`src/rtl/pipeline_hazard_ctrl.sv`:
```
// Load-use / taken-branch / freeze sequencing for the five-stage pipeline.
// Optional perf counters: define HAZARD_PERF_CNT_EN.
module pipeline_hazard_ctrl #(
  parameter int unsigned LOAD_STALL_CYCLES = 1,
  parameter int unsigned FLUSH_CYCLES      = 2
) (
  input  logic        clk,
  input  logic        reset,
  input  logic [31:0] AselID,
  input  logic [31:0] BselID,
  input  logic        BusedID,
  input  logic [31:0] DselEX,
  input  logic        LoadEX,
  input  logic        branch_taken,
  input  logic        freeze,
  output logic        pc_hold,
  output logic        ifid_hold,
  output logic        ifid_flush,
  output logic        idex_bubble,
  output logic        busy,
  output logic [31:0] stall_cnt,
  output logic [31:0] flush_cnt
);

  typedef enum logic [1:0] {
    RUN,
    LDSTALL,
    FLUSH
  } state_e;

  localparam logic [2:0] LD_REM = 3'(LOAD_STALL_CYCLES - 1);
  localparam logic [2:0] FL_REM = 3'(FLUSH_CYCLES - 1);

  state_e     state_q, state_d;
  logic [2:0] remain_q, remain_d;
  logic [30:0] src_sel;
  logic        haz;

  // XZR (bit 31) is never a real dependency
  assign src_sel = AselID[30:0] | (BusedID ? BselID[30:0] : 31'd0);
  assign haz     = LoadEX & (|(DselEX[30:0] & src_sel));

  always_comb begin
    state_d     = state_q;
    remain_d    = remain_q;
    pc_hold     = 1'b0;
    ifid_hold   = 1'b0;
    ifid_flush  = 1'b0;
    idex_bubble = 1'b0;
    if (reset) begin
      state_d  = RUN;
      remain_d = 3'd0;
    end else if (freeze) begin
      pc_hold   = 1'b1;
      ifid_hold = 1'b1;
    end else if (branch_taken) begin
      ifid_flush  = 1'b1;
      idex_bubble = 1'b1;
      if (FLUSH_CYCLES > 1) begin
        state_d  = FLUSH;
        remain_d = FL_REM;
      end else begin
        state_d  = RUN;
        remain_d = 3'd0;
      end
    end else begin
      unique case (state_q)
        RUN: begin
          if (haz) begin
            pc_hold     = 1'b1;
            ifid_hold   = 1'b1;
            idex_bubble = 1'b1;
            if (LD_REM != 3'd0) begin
              state_d  = LDSTALL;
              remain_d = LD_REM;
            end
          end
        end
        LDSTALL: begin
          pc_hold     = 1'b1;
          ifid_hold   = 1'b1;
          idex_bubble = 1'b1;
          remain_d    = remain_q - 3'd1;
          if (remain_q == 3'd1) state_d = RUN;
        end
        FLUSH: begin
          ifid_flush = 1'b1;
          remain_d   = remain_q - 3'd1;
          if (remain_q == 3'd1) state_d = RUN;
        end
        default: begin
          state_d  = RUN;
          remain_d = 3'd0;
        end
      endcase
    end
  end

  assign busy = ~reset & (state_q != RUN);

  always_ff @(posedge clk) begin
    if (reset) begin
      state_q  <= RUN;
      remain_q <= 3'd0;
    end else begin
      state_q  <= state_d;
      remain_q <= remain_d;
    end
  end

`ifdef HAZARD_PERF_CNT_EN
  logic [31:0] stall_cnt_q, flush_cnt_q;
  logic        ld_stall;

  // pc_hold outside freeze can only come from a load-use stall
  assign ld_stall = pc_hold & ~freeze;

  always_ff @(posedge clk) begin
    if (reset) begin
      stall_cnt_q <= '0;
      flush_cnt_q <= '0;
    end else begin
      if (ld_stall && stall_cnt_q != '1)
        stall_cnt_q <= stall_cnt_q + 32'd1;
      if (ifid_flush && flush_cnt_q != '1)
        flush_cnt_q <= flush_cnt_q + 32'd1;
    end
  end

  assign stall_cnt = stall_cnt_q;
  assign flush_cnt = flush_cnt_q;
`else
  assign stall_cnt = '0;
  assign flush_cnt = '0;
`endif

endmodule

```
`config.mk`:
```
export PLATFORM = sky130hd
export DESIGN_NAME = pipeline_hazard_ctrl
export DESIGN_NICKNAME = d
export VERILOG_FILES = /design/src/rtl/pipeline_hazard_ctrl.sv
export SDC_FILE = /design/constraint.sdc
export NUM_CORES = 1
export LEC_CHECK = 0
export CORE_MARGIN = 2
export CORE_UTILIZATION = 26
export DETAILED_ROUTE_END_ITERATION = 7
export PLACE_DENSITY = 0.88
export SYNTH_ARGS = -nofsm -noshare
export SYNTH_HDL_FRONTEND = slang
export SYNTH_SLANG_ARGS = --single-unit
```
`constraint.sdc`:
```
create_clock -name clk -period 4.4 [get_ports clk]
set_input_delay 0.44 -clock clk [delete_from_list [all_inputs] [get_ports clk]]
set_output_delay 0.44 -clock clk [all_outputs]
set_load 0.02 [all_outputs]
```
==> Word-level counts from Yosys, hierarchy flattened <==
Cells that the tools add are included.
{ "totals": {"register_bits": 5, "latchBits": 0, "ram_bits": 0, "rom_bits": 0, "in_bits": 102, "output_inout_bits": 69, "wordCells": 38, "mem_count": 0} }
{ "op_classes": {"add_sub_neg": 1, "multipliers": 0, "n_div": 0, "magnitude_cmp": 0, "n_eq_ne": 5, "shifts": 0, "muxes": 18, "bitwise": 6, "n_reduce_logical": 6} }
{ "ops": {"columns": ["cell", "count"], "rows": [
  ["$and 31x31->31", 1],
  ["$mux 31", 1],
  ["$or 31x31->31", 1],
  ["$reduce_or 31->1", 1],
  ["$mux 1", 11],
  ["$pmux 3 s2", 1],
  ["$mux 2", 2],
  ["$pmux 2 s2", 1],
  ["$eq 3x1->1 const B", 1],
  ["$mux 3", 1],
  ["$ne 3x1->1 const B", 1],
  ["$reduce_and 3->1", 1],
  ["$sub 3x1->3 const B", 1],
  ["$and 1x1->1", 2],
  ["$eq 2x1->1 const B", 1],
  ["$eq 2x2->1 const B", 1],
  ["$logic_not 2->1", 1],
  ["$ne 2x2->1 const B", 1],
  ["$not 1->1", 2],
  ["$pmux 1 s2", 1],
  ["$reduce_and 2->1", 1],
  ["$reduce_bool 2->1", 1],
  ["$reduce_or 2->1", 1]
]} }

==> Depth between registers and ports, before layout <==
Gate-level depths: netlist of the first run.
{ "depth": {"ltp_word": 10, "ltp_mapped": 7, "depth_no_buf": 7} }

==> Least setup slack after synthesis of the first run <==
Ideal clock, no wire load.
{ "synth_path": {"path_type": "input-to-output", "startpoint": "input port BusedID", "endpoint": "output port pc_hold", "t_arrival_ns": 1.772, "required_time_ns": 3.960, "path_slack_ns": 2.188, "stages": 7, "path_buffers": 2, "cell_sequence": "buf_6 > a21o_1 > a222oi_1 > nand3_1 > nor4_2 > o22ai_1 > buf_4"} }
{ "synth_via": {"elab_chain_cells": 10} }
{ "synth_lines": {"columns": ["element", "line", "text"], "rows": [
  ["start, declared", "11", "input logic BusedID,"],
  ["$mux 31", "40", "assign src_sel = AselID[30:0] | (BusedID ? BselID[30:0] : 31'd0);"],
  ["$or 31x31->31", "40", null],
  ["$and 31x31->31", "41", "assign haz = LoadEX & (|(DselEX[30:0] & src_sel));"],
  ["$reduce_or 31->1", "41", null],
  ["$and 1x1->1", "41", null],
  ["$mux 1", null, null],
  ["$pmux 1 s2", null, null],
  ["$mux 1 (3 in series)", null, null],
  ["end, declared", "16", "output logic pc_hold,"]
]} }
Every way passes these cells.

==> Worst setup path in the final report of the first run <==
{ "layout_path": {"startpoint": "input port BusedID", "endpoint": "output port ifid_hold"} }
{ "layout_via": {"elab_chain_cells": 10} }
{ "layout_lines": {"columns": ["element", "line", "text"], "rows": [
  ["$mux 31", "40", null],
  ["$or 31x31->31", "40", null],
  ["$and 31x31->31", "41", null],
  ["$reduce_or 31->1", "41", null],
  ["$and 1x1->1", "41", null],
  ["$mux 1", "69", "if (haz) begin"],
  ["$pmux 1 s2", "67", "unique case (state_q)"],
  ["$mux 1", "56", "end else if (branch_taken) begin"],
  ["$mux 1", "53", "end else if (freeze) begin"],
  ["$mux 1", "50", "if (reset) begin"],
  ["end, declared", "17", "output logic ifid_hold,"]
]} }
Every way passes these cells.

==> results of run 1 <==
[power groups by stage]
stage	clock network, uW	logic (uW)	registers (uW)
2_1_floorplan	0	137	39.9
3_3_place_gp	0	189	41.2
3_5_place_dp	0	192	41.3
4_1_cts	83.0	192	40.8
5_1_grt	84.2	207	41.2
6_report	80.4	192	40.8
[registers in the layout (all words and copies together), names as in the netlist]
name	cells
remain_q	3
state_q	1
[cells by family (layout without fill, tap and decap cells)]
kind of cell    after synthesis  in the layout  synth area share
buf+inv                      74            110            0.4575
compound gates               54             54            0.3401
simple gates                 22             22            0.1001
flops                         4              4           0.06889
fa+ha+maj                     2              2           0.02153
other cells                   1             64          0.003226
mux                           1              1          0.008612
[layer usage]
| metal | wire (um) | global-route usage | vias up |
|---|---|---|---|
| met4 | 46 | 0.03774 | 0 |
| met2 | 1935 | 0.2783 | 86 |
| met1 | 1291 | 0.1356 | 544 |
| met3 | 397 | 0.03276 | 5 |
| met5 | 0 | 0 | - |
| li1 | - | - | 627 |
[cell type report]
| class | instances | area [um^2] | share of cell area |
|---|---|---|---|
| timing repair buffer | 104 | 1039 | 0.5133 |
| clock buffer | 3 | 41.29 | 0.02041 |
| inverter | 3 | 11.26 | 0.005566 |
| sequential | 4 | 80.08 | 0.03958 |
| multi-input combinational | 143 | 787.0 | 0.3890 |
| tap | 52 | 65.06 | 0.03216 |
[through the flow]
step | hold WS (ns) | std cells | setup WS, ns | total power [uW] | area, um^2
finish | 0.4904 | 309 | 0.8537 | 313.3 | 2023
floorplan | 0.4577 | 221 | 2.188 | 176.6 | 1399
global placement | 0.4745 | 306 | 0.8483 | 230.1 | 1982
detailed placement | 0.4775 | 306 | 0.8232 | 232.8 | 1982
global route | 0.5295 | 309 | 0.5903 | 332.0 | 2023
CTS | 0.4900 | 309 | 0.8234 | 315.8 | 2023
[final timing paths]
path,start,endpoint,cells past startpoint
min,remain_q[2],remain_q[2],2
max reg2reg,remain_q[0],remain_q[1],7
max,BusedID,ifid_hold,8
min reg2reg,remain_q[2],remain_q[2],2
[cells in the final DEF, fill, tap and decap left out]
| cell | count |
|---|---|
| a222oi_1 | 1 |
| nor2_1 | 10 |
| mux2i_1 | 1 |
| o21ai_0 | 1 |
| a311oi_1 | 1 |
| o22ai_1 | 1 |
| nand4b_1 | 1 |
| buf_4 | 1 |
| nand2_1 | 2 |
| a22oi_1 | 15 |
| clkdlybuf4s50_1 | 103 |
| inv_1 | 3 |
| nand3_1 | 1 |
| nor4_2 | 1 |
| nor2b_1 | 1 |
| o21ai_1 | 1 |
| a21o_1 | 31 |
| a21oi_1 | 3 |
| ha_1 | 2 |
| nand4_1 | 3 |
| conb_1 | 64 |
| clkbuf_8 | 3 |
| nand3b_1 | 2 |
| dfxtp_1 | 4 |
| nor3_1 | 1 |
[worst max-delay path: cells and delay by family]
family                 cells  cell delay [ns]
AO/OA/AOI/OAI              3             0.70
buffers and inverters      3             1.50
AND/OR/NAND/NOR            2             0.44
==> impl_results.md, run 1 <==
* Starting density of the core at 0.2688
* Syn Std Cell Area at 1162 um^2
* Pwr dens at ~150 nW/um^2
* Most instantiated library cell after synthesis: buf_4
* Core ar. at roughly 4300 um^2
* Clock root buffer: clkbuf_8
* Final hold vios at 0
* Post_cts resized at 0
* Int Power at between 200 and 250 uW
* Sw power at between 100 and 150 uW
* Routed Antenna Nets at 0
* Via count at 1,262
* Core Util, Final at 0.4679
* Yosys warns at 0
* Synth cell types at 26
* Ant. Diodes at 0
* Min-delay worst type: flip-flop to flip-flop
* GRT Total Usage at 0.1371
* DP HPWL at 3.258 mm
* Tcrit/Tclk final at 0.8060
* Slowest CP cell: clkdlybuf4s50_1
* CP Launch Type: primary input
* Ports at 171
* Post-synth EDFFs at 0
* GRT overflow at 0
* CTS Hold Bufs at 0
* Max-cap viol count at 0
* Avg Cell Area, Syn at 7.357 um^2
* WL final at 3.670 mm
* Clock Sinks at 4
* Worst VDD drop at 0.00007563 V
* H-tree lvl count at 1
* Post-synth top flop: dfxtp_1
* Fin. max-slew vios at 0
* Share of cells above drive strength 1 at 0.01946
* Die Span Y at ~71 um
* Total Neg Setup Slack at 0 ns
* # rows at 24
* DRC viols at 0
* Fin nets at 363
* Tmin final at between 3 and 4 ns
* Largest area contributor in the netlist: buf_4
* Critical Path Max Stage Delay at 0.62 ns
* TritonCTS clock tree: built
* Drt wl/cell at roughly 12 um
* Area delta synth->final at 74.06%
* Worst-path clk slew at 0.03 ns
* Crit path capture type: output port
* Sw Share at 0.3612
* Req. time, crit path at 3.96 ns
* Drt first-iter violations at 35
* Pleak at 0.0009605 uW
* Synthesized flop and latch total at 4
* Commonest cells in the synthesized netlist: 65 x buf_4, 31 x a21o_1, 15 x a22oi_1, 10 x nor2_1, 4 x dfxtp_1
* Area contributors post-synth: buf_4 42%, a21o_1 20%, a22oi_1 9.7%
* FMAX at approximately 0.28 GHz
* Crit-path most repeated cell: clkdlybuf4s50_1
* Reg2reg setup slack at 3.21 ns
* Sequential share of power at 0.130
* Initial antenna violation count at 0
* Synth top area share at 0.4198
* Post-Syn Instances at 158
* Clk pwr share at 0.257
* DIE AREA at between 5000 and 6000 um^2
* Filler instances at 412
* First-pass GRT wire length at about 5.5 mm
* # setup viols final at 0
* Pre-antenna DRT Iters at 4
* CP max FO at 20
* Die Wd at roughly 71 um
* Maximum number of pins on one net before global-route repair at 21
* Ys async rst share at 0
* Bufs on Longest Clock Path at 2
* Worst-path cell chain: clkdlybuf4s50_1 > buf_4 > a21o_1 > a222oi_1 > nand3_1 > nor4_2 > o22ai_1 > clkdlybuf4s50_1
* Total CTS buffers at 3
* Kind of critical path: primary input to output port
* RSZ-0062 raised after global routing: false
* Part of the Yosys area used for sequential elements at 0.06889
* RePlAce Congestion at just under 0.8
* CP Data Arrival Time at about 3.1 ns
* Worst skew pair latency at around 0.23 ns
* Port-buffer cells at 103
* Postcts setup bufs at 0
* Vias per Instance at 4.084
* Status: finished clean
* Fin Clk Skew at 0.005112 ns
* Vias in the first global route at approximately 1,200
* Gate power share at 0.613
(Power assumes the default switching activity.)
==> inputs of run 2 (changes only) <==
--- a/config.mk
+++ b/config.mk
@@ -6,9 +6,9 @@
 export NUM_CORES = 1
 export LEC_CHECK = 0
 export CORE_MARGIN = 2
-export CORE_UTILIZATION = 26
+export CORE_UTILIZATION = 22
 export DETAILED_ROUTE_END_ITERATION = 7
-export PLACE_DENSITY = 0.88
+export PLACE_DENSITY = 0.8
 export SYNTH_ARGS = -nofsm -noshare
 export SYNTH_HDL_FRONTEND = slang
 export SYNTH_SLANG_ARGS = --single-unit
==> constraint.sdc (replaced) <==
create_clock -name clk -period 3.26 [get_ports clk]
set_input_delay 0.326 -clock clk [delete_from_list [all_inputs] [get_ports clk]]
set_output_delay 0.326 -clock clk [all_outputs]
set_load 0.02 [all_outputs]
==> run 2 against run 1 <==
  * Total power is 35% higher
  * Core utilization shrank 6.6 points
  * Register-to-register slack lost 1.2 ns
  * Critical path depth is the same
  * Cell count up 6.1%
  * Non-clock buffer count is 1 higher
  * Clock skew fell by 0.0044 ns
  * Sequential power rose by 35%
  * Critical endpoint unchanged
  * Largest cell class unchanged
  * Highest routed layer unchanged
==> impl_results.md, run 2 (synthesis results as in run 1) <==
* Status: finished clean (unchanged)
* Power Total at 423.7 uW (was 313.3 uW)
* Tmin final at 2.970 ns
* Tcrit/Tclk final at 0.9109
* First-pass GRT wire length at 5.782 mm (was 5.492 mm)
* Postcts setup bufs at 0 (unchanged)
* Kind of critical path: primary input to output port (unchanged)
* TritonCTS clock tree: built (unchanged)
* CP max FO at 12 (was 20)
* Final instance area at 2053 um^2 (was 2023 um^2)
* Final hold vios at 0 (unchanged)
* Fin Clk Skew at 0.0007605 ns (was 0.005112 ns)
* Total CTS buffers at 3 (unchanged)
* Max reg flops at 3 (unchanged)
* Crit path capture type: output port (unchanged)
* Pre-antenna DRT Iters at 4 (unchanged)
* Sw power at 152.7 uW (was 113.2 uW)
* Bufs on Longest Clock Path at 2 (unchanged)
* CTS Hold Bufs at 0 (unchanged)
* DIE AREA at 5881 um^2 (was 5021 um^2)
* Fin nets at 364 (was 363)
* Worst-path cell chain: clkdlybuf4s50_1 > buf_4 > a21o_1 > a222oi_1 > nand3_1 > nor4_2 > o22ai_1 > clkdlybuf4s50_1 (unchanged)
* DP Area at 2012 um^2 (was 1982 um^2)
* Sw Share at 0.3603 (was 0.3612)
* CP Launch Type: primary input (unchanged)
* Clk pwr share at 0.254 (was 0.257)
* Drt first-iter violations at 71 (was 35)
* Critical Path Max Stage Delay at 0.57 ns (was 0.62 ns)
* Clock Sinks at 4 (unchanged)
* Vias per Instance at 3.942 (was 4.084)
* Crit-path most repeated cell: clkdlybuf4s50_1 (unchanged)
* Core ar. at 5107 um^2 (was 4324 um^2)
* Maximum number of pins on one net before global-route repair at 20 (was 21)
* Via count at 1,293 (was 1,262)
* Drt wl/cell at 11.49 um (was 11.88 um)
* Placed insts at 325 (was 306)
* Worst VDD drop at 0.00007441 V (was 0.00007563 V)
* Max-cap viol count at 0 (unchanged)
* Most flop-heavy register: remain_q (unchanged)
* H-tree lvl count at 1 (unchanged)
* Most frequent cells in the layout: 103 x clkdlybuf4s50_1, 64 x conb_1, 31 x a21o_1 (unchanged)
* GRT overflow at 0 (unchanged)
* Die Wd at 76.69 um (was 70.86 um)
* DRC viols at 0 (unchanged)
* Min-delay worst type: flip-flop to flip-flop (unchanged)
* Gate power share at 0.616 (was 0.613)
* Most common cell after layout, fill and taps aside: clkdlybuf4s50_1 (unchanged)
* Clock root buffer: clkbuf_8 (unchanged)
* Port-buffer cells at 103 (unchanged)
* Routed Antenna Nets at 0 (unchanged)
* Biggest regs: remain_q x3, state_q x1 (unchanged)
* Total Neg Setup Slack at 0 ns (unchanged)
* Worst-path clk slew at 0.03 ns (about the same)
* RSZ-0062 raised after global routing: false (unchanged)
* Sequential share of power at 0.130 (about the same)
* Pwr dens at 206.4 nW/um^2 (was 154.9 nW/um^2)
* Pleak at 0.0009653 uW (was 0.0009605 uW)
* GRT Total Usage at 0.1224 (was 0.1371)
* Area delta synth->final at 76.64% (was 74.06%)
* Ant. Diodes at 0 (unchanged)
* # setup viols final at 0 (unchanged)
* CP Data Arrival Time at 2.64 ns (was 3.11 ns)
* FMAX at 0.3368 GHz
* Die Span Y at 76.69 um (was 70.86 um)
* Slowest CP cell: clkdlybuf4s50_1 (unchanged)
* Fin. max-slew vios at 0 (unchanged)
* Filler instances at 528 (was 412)
* # rows at 26 (was 24)
* Layout Cells excl Fill at 328 (was 309)
* Initial antenna violation count at 0 (unchanged)
* Ports at 171 (unchanged)
* Req. time, crit path at 2.93 ns (was 3.96 ns)
* Int Power at 271.0 uW (was 200.2 uW)
* Post_cts resized at 0 (unchanged)
* RePlAce Congestion at 0.7370 (was 0.7916)
* WL final at 3.769 mm (was 3.670 mm)
* Worst skew pair latency at 0.22 ns (was 0.23 ns)
* Starting density of the core at 0.2276 (was 0.2688)
* Share of cells above drive strength 1 at 0.02326 (was 0.01946)
* Vias in the first global route at 1,212 (was 1,221)
* DP HPWL at 3.404 mm (was 3.258 mm)
-- run 2: cell count changes in the layout (fill, tap and decap cells not counted), sizes merged --
cell / delta
buf: +1
-- run 2: metal layers --
metal  track usage  share of wire  vias up
met5             0              0        -
met4       0.03818          0.013        0
met3       0.03529          0.095        4
met2        0.2325           0.53       89
met1        0.1283           0.36      570
li1              -              -      630
-- run 2: path summary, 6_finish.rpt --
| check | slack [ns] | end | depth (start not counted) | startpoint |
|---|---|---|---|---|
| min reg2reg | 0.51 | remain_q[1] | 2 | remain_q[1] |
| min | 0.51 | remain_q[1] | 2 | remain_q[1] |
| max | 0.29 | ifid_hold | 8 | BusedID |
| max reg2reg | 2.05 | remain_q[1] | 7 | remain_q[0] |
-- run 2: per-stage QoR --
stage	utilization	setup WS (ns)	hold WS (ns)
after global routing	0.4020	0.1122	0.5492
final	0.4020	0.2905	0.5131
after floorplan	-	1.276	0.4577
after CTS	0.4020	0.2402	0.5151
after global placement	0.3939	0.2672	0.4749
after detailed placement	0.3939	0.2402	0.5091
-- run 2: layout make-up --
class,instances,area [um^2],area share
tap,70,87.58,0.04266
clock buffer,3,41.29,0.02011
timing repair buffer,105,1046,0.5094
inverter,3,11.26,0.005484
sequential,4,80.08,0.03900
multi-input combinational,143,787.0,0.3833
-- run 2: power by group through the flow --
stage,combinational [uW],sequential (uW),clock (uW)
after floorplan,185,53.8,0
after CTS,261,55.1,111
after global placement,257,55.7,0
after global routing,280,55.8,114
final,261,55.2,108
after detailed placement,261,55.8,0
-- run 2: worst max-delay path: cells and delay by family --
| kind | cells | cell delay, ns |
|---|---|---|
| AND/OR/NAND/NOR | 2 | 0.43 |
| buffers and inverters | 3 | 1.17 |
| AO/OA/AOI/OAI | 3 | 0.72 |
